### src/rtl/spi_regfile_pkg.sv
// Shared types and constants for the SPI register-file peripheral.
package spi_regfile_pkg;

    typedef enum logic [2:0] {
        IDLE,
        CMD,
        ADDR,
        DATA,
        DONE
    } spi_state_t;

    localparam logic RW_WRITE = 1'b1;
    localparam logic RW_READ  = 1'b0;

    localparam int unsigned SYNC_STAGES = 2;

endpackage

### src/rtl/spi_in_sync.sv
// Synchronises sclk/ncs/copi into the clk domain and produces one-cycle
// sclk rise/fall pulses from an extra history flop on sclk.
module spi_in_sync
    import spi_regfile_pkg::*;
(
    input  logic clk,
    input  logic rst,
    input  logic sclk,
    input  logic ncs,
    input  logic copi,
    output logic sclk_rise,
    output logic sclk_fall,
    output logic ncs_s,
    output logic copi_s
);

    logic [SYNC_STAGES:0]   sclk_q;
    logic [SYNC_STAGES-1:0] ncs_q;
    logic [SYNC_STAGES-1:0] copi_q;

    // ncs resets deselected so a reset never looks like a frame start
    always_ff @(posedge clk) begin
        if (rst) begin
            sclk_q <= '0;
            ncs_q  <= '1;
            copi_q <= '0;
        end else begin
            sclk_q <= {sclk_q[SYNC_STAGES-1:0], sclk};
            ncs_q  <= {ncs_q[SYNC_STAGES-2:0], ncs};
            copi_q <= {copi_q[SYNC_STAGES-2:0], copi};
        end
    end

    assign sclk_rise = sclk_q[SYNC_STAGES-1] & ~sclk_q[SYNC_STAGES];
    assign sclk_fall = ~sclk_q[SYNC_STAGES-1] & sclk_q[SYNC_STAGES];
    assign ncs_s     = ncs_q[SYNC_STAGES-1];
    assign copi_s    = copi_q[SYNC_STAGES-1];

endmodule

### src/rtl/spi_regfile_periph.sv
// SPI mode-0 peripheral exposing a NUM_REGS x DATA_W register file.
// Define SPI_BURST_EN to enable auto-increment bursts within one frame.
module spi_regfile_periph
    import spi_regfile_pkg::*;
#(
    parameter int unsigned ADDR_W   = 7,
    parameter int unsigned DATA_W   = 8,
    parameter int unsigned NUM_REGS = 5,
    parameter logic [NUM_REGS*DATA_W-1:0] RESET_VAL = '0
) (
    input  logic                       clk,
    input  logic                       rst,
    input  logic                       sclk,
    input  logic                       ncs,
    input  logic                       copi,
    output logic                       cipo,
    output logic                       cipo_oe,
    output logic [NUM_REGS*DATA_W-1:0] regs_out,
    output logic                       wr_stb,
    output logic [ADDR_W-1:0]          wr_addr
);

    localparam int unsigned CNT_W = $clog2(ADDR_W > DATA_W ? ADDR_W : DATA_W);

    logic sclk_rise, sclk_fall, ncs_s, copi_s;

    spi_in_sync u_sync (
        .clk       (clk),
        .rst       (rst),
        .sclk      (sclk),
        .ncs       (ncs),
        .copi      (copi),
        .sclk_rise (sclk_rise),
        .sclk_fall (sclk_fall),
        .ncs_s     (ncs_s),
        .copi_s    (copi_s)
    );

    spi_state_t                 state;
    logic [CNT_W-1:0]           cnt;
    logic                       rw;
    logic [ADDR_W-1:0]          addr;
    logic [DATA_W-2:0]          data_sh;
    logic [DATA_W-1:0]          out_sh;
    logic [NUM_REGS*DATA_W-1:0] regs_q;

    logic [ADDR_W-1:0] addr_next;
    logic [DATA_W-1:0] word_next;

    assign addr_next = {addr[ADDR_W-2:0], copi_s};
    assign word_next = {data_sh, copi_s};
    assign regs_out  = regs_q;

    // Out-of-range addresses read as zero
    function automatic logic [DATA_W-1:0] reg_read(input logic [ADDR_W-1:0] a);
        logic [DATA_W-1:0] v;
        v = '0;
        for (int unsigned i = 0; i < NUM_REGS; i++)
            if (a == ADDR_W'(i))
                v = regs_q[i*DATA_W +: DATA_W];
        return v;
    endfunction

    always_ff @(posedge clk) begin
        if (rst) begin
            state   <= IDLE;
            cnt     <= '0;
            rw      <= RW_READ;
            addr    <= '0;
            data_sh <= '0;
            out_sh  <= '0;
            regs_q  <= RESET_VAL;
            cipo    <= 1'b0;
            cipo_oe <= 1'b0;
            wr_stb  <= 1'b0;
            wr_addr <= '0;
        end else begin
            wr_stb <= 1'b0;
            if (ncs_s) begin
                state   <= IDLE;
                cnt     <= '0;
                data_sh <= '0;
                out_sh  <= '0;
                cipo    <= 1'b0;
                cipo_oe <= 1'b0;
            end else begin
                case (state)
                    IDLE: begin
                        state <= CMD;
                        cnt   <= '0;
                    end
                    CMD: if (sclk_rise) begin
                        rw    <= copi_s;
                        state <= ADDR;
                        cnt   <= '0;
                    end
                    ADDR: if (sclk_rise) begin
                        addr <= addr_next;
                        if (cnt == CNT_W'(ADDR_W - 1)) begin
                            state <= DATA;
                            cnt   <= '0;
                            if (rw == RW_READ) begin
                                out_sh  <= reg_read(addr_next);
                                cipo_oe <= 1'b1;
                            end
                        end else begin
                            cnt <= cnt + 1'b1;
                        end
                    end
                    DATA: begin
                        if (sclk_fall && rw == RW_READ) begin
                            cipo   <= out_sh[DATA_W-1];
                            out_sh <= {out_sh[DATA_W-2:0], 1'b0};
                        end
                        if (sclk_rise) begin
                            data_sh <= word_next[DATA_W-2:0];
                            if (cnt == CNT_W'(DATA_W - 1)) begin
                                cnt <= '0;
                                if (rw == RW_WRITE) begin
                                    for (int unsigned i = 0; i < NUM_REGS; i++)
                                        if (addr == ADDR_W'(i))
                                            regs_q[i*DATA_W +: DATA_W] <= word_next;
                                    wr_stb  <= 1'b1;
                                    wr_addr <= addr;
                                end
`ifdef SPI_BURST_EN
                                addr <= addr + 1'b1;
                                if (rw == RW_READ)
                                    out_sh <= reg_read(addr + 1'b1);
`else
                                state   <= DONE;
                                cipo    <= 1'b0;
                                cipo_oe <= 1'b0;
`endif
                            end else begin
                                cnt <= cnt + 1'b1;
                            end
                        end
                    end
                    DONE: ;
                    default: state <= IDLE;
                endcase
            end
        end
    end

endmodule
### config.mk
export PLATFORM = sky130hd
export DESIGN_NAME = spi_regfile_periph
export DESIGN_NICKNAME = d
export VERILOG_FILES = /design/src/rtl/spi_regfile_pkg.sv /design/src/rtl/spi_in_sync.sv /design/src/rtl/spi_regfile_periph.sv
export SDC_FILE = /design/constraint.sdc
export NUM_CORES = 1
export LEC_CHECK = 0
export CAP_MARGIN = 20
export CORE_ASPECT_RATIO = 1.2
export CORE_MARGIN = 1
export CORE_UTILIZATION = 58
export DETAILED_ROUTE_END_ITERATION = 6
export PLACE_DENSITY = 0.94
export SLEW_MARGIN = 5
export SYNTH_ARGS = -nofsm -noshare
export SYNTH_HDL_FRONTEND = slang
export SYNTH_SLANG_ARGS = --single-unit
### constraint.sdc
create_clock -name clk -period 5 [get_ports clk]
set_clock_uncertainty 0.15 [all_clocks]
set_input_delay 0.75 -clock clk [delete_from_list [all_inputs] [get_ports clk]]
set_output_delay 0.75 -clock clk [all_outputs]
set_load 0.05 [all_outputs]
==> impl_metrics.toml <==
[routing]
dr_total_vias = 3091
totalWireLength_um = 9000
drt_iter0_drc = 225
drtPass1Iterations = 5
vias_per_cell = 5.94
drc = 0
wire_per_inst_um = 17.3
ant_nets = 0

[global_routing]
use_met3 = 0.0631
grt_pass1_vias = 2914
grt_max_degree = 66
use_met1 = 0.361
grt.busiest_layer = "met2"
grt.overflow.total = 0
track_usage = 0.283
grt_pass1_wl_um = 14100
grt_antenna_before_repair = 0
met2_usage = 0.456

[synth]
syn_area_um2 = 3650
yosys_warnings = 0
synth_area_leaders = "dfxtp_1, mux2i_1, nor2_1"
syn_inst = 392
seq_area_frac_synth = 0.471
syn_nets = 400
ys_types = 43
synth_area_leader_cell = "dfxtp_1"
synth_area_per_cell_um2 = 9.32
ys_ff_latch = 86
yosysTopAreaCellShare = 0.471

[timing]
period_minus_slack_ns = 3.14
drv_slew = 0
finalCritPeriodShare = 0.629
worst_pin_slew_ns = 1.05
fmax_mhz = 318
rsz0062_at_grt = "no"
finalHoldViolations = 0
setup_viol = 0
fin_tns_setup_ns = 0
maxSlewHeadroom = 0.297

[clock_network]
cts_tree = "built"
ctsResizeCount = 0
cts_max_level = 3
worstSkewPairLatency_ns = 0.36
postCtsSetupBuffers = 0
cts.sinks = 86
clockBufferDepth = 2
cts_root_buffer = "clkbuf_8"
cts_hold_buf = 0
clk_pin_slew_ns = 0.08
cts_buffers = 9

[floorplan]
die_w_um = 74.5
die-area_um2 = 6620
fp.dieH_um = 89.0
io_pins = 55
coreArea_um2 = 6050
rows = 31
initial_utilization = 0.604

[placed_design]
place_area_um2 = 4180
gp_congestion = 0.817
dp_hpwl_um = 5700
io_buffers = 54

[worst_setup_path]
path_class = "flop to flop"
cp.arrival_ns = 3.24
startpoint_type = "flop"
critPathCaptureType = "flop"
crit_fanout = 11
crit_required_ns = 5.09

[final_layout]
design_area_um2 = 4380
drive_above_1_share = 0.0662
nets = 442
area_delta_synth_final_pct = 19.8
layout_common_cells = "dfxtp_1, nor2_1, mux2i_1, clkdlybuf4s50_1, nand2_1"
fillCellCount = 406
diodes = 0
layout_commonest_cell = "dfxtp_1"

[run]
max_cap_viol_count = 0

[min_path]
hold_class = "flop to flop"

[outcome]
status = "finished, final reports clean"

[power]
powerDensity_nw_per_um2 = 262
leakagePower_nw = 1.68
vdd_drop_max_mv = 0.240
==> per-stage QoR <==
stage	instances	setup WS (ns)	total power, W	util	hold slack (ns)
after floorplan	392	2.71	0.000720	-	0.239
after global placement	504	2.07	0.000725	0.691	0.241
after detailed placement	504	1.98	0.000725	0.691	0.246
after CTS	519	1.86	0.00115	0.720	0.266
after global routing	520	1.70	0.00118	0.723	0.287
final	520	1.86	0.00115	0.723	0.263
==> final timing paths <==
kind	startpoint	to	slack (ns)	cells after the start
setup / recovery	state[0]	regs_out[36]	1.86	5
hold / removal	u_sync.ncs_q[0]	u_sync.ncs_q[1]	0.26	1
setup reg to reg	state[0]	regs_out[36]	1.86	5
hold reg to reg	u_sync.ncs_q[0]	u_sync.ncs_q[1]	0.26	1
==> where the power goes <==
part	total (W)	internal, W	switching (W)	leakage (nW)
Combinational	0.0000216	0.00000815	0.0000135	0.910
Clock	0.000435	0.000191	0.000245	0.0804
Sequential	0.000691	0.000687	0.00000394	0.694
Total	0.00115	0.000886	0.000262	1.68
==> sequential cells by signal, indices dropped and copies added, names as in the netlist <==
name / flops
rw: 1
data_sh: 7
wr_addr: 7
addr: 7
u_sync.sclk_q: 3
regs_out: 40
cipo: 1
cnt: 3
state: 3
u_sync.ncs_q: 2
u_sync.copi_q: 2
wr_stb: 1
cipo_oe: 1
out_sh: 8
==> worst max-delay path, stage by stage (launching register included) <==
cell and delay (ns):
dfxtp_1 0.46, and3b_1 0.33, nand4_1 0.68, or4b_1 1.01, mux2i_1 0.33, nor2_1 0.06
==> routing by layer <==
| metal | part of all wire | vias up |
|---|---|---|
| met4 | 0.023 | 0 |
| met3 | 0.068 | 26 |
| li1 | - | 1443 |
| met1 | 0.42 | 1469 |
| met2 | 0.49 | 153 |
| met5 | 0 | - |
==> kinds of logic after synthesis <==
family,count (synthesis),share of synthesized area
AND/OR/NAND/NOR,156,0.208
flip-flops,86,0.471
multiplexers,70,0.194
AO/OA/AOI/OAI,50,0.0835
buffers and inverters,27,0.0332
adder cells (fa/ha/maj),3,0.0103
==> layout make-up <==
| cell class | instances | area (µm²) | area share |
|---|---|---|---|
| clock buffer | 10 | 138 | 0.0314 |
| clock inverter | 5 | 36.3 | 0.00829 |
| inverter | 3 | 11.3 | 0.00257 |
| multi-input combinational | 279 | 1810 | 0.414 |
| sequential | 86 | 1720 | 0.393 |
| tap | 82 | 103 | 0.0234 |
| timing repair buffer | 55 | 556 | 0.127 |
==> cell usage after synthesis, drive strengths merged <==
master   count
a32oi        1
a311oi       1
nand2b       8
nand3b       2
a211o        1
o211a        1
nand4b       1
nor4b        1
clkbuf      19
nor3b        3
a2111oi      1
or3          1
or4b         1
mux2i       64
ha           3
nand3        4
and2         1
o221ai       7
nor4bb       1
a221oi       1
or2          4
and3b        1
nor3         4
or4          2
mux2         6
a21oi       20
o21ai       15
a21boi       1
nand4bb      1
nand4        2
o21bai       1
buf          5
nor4         5
dfxtp       86
inv          3
nor2b        7
nand2       34
nor2        73
Power figures use the tool's default switching activity.
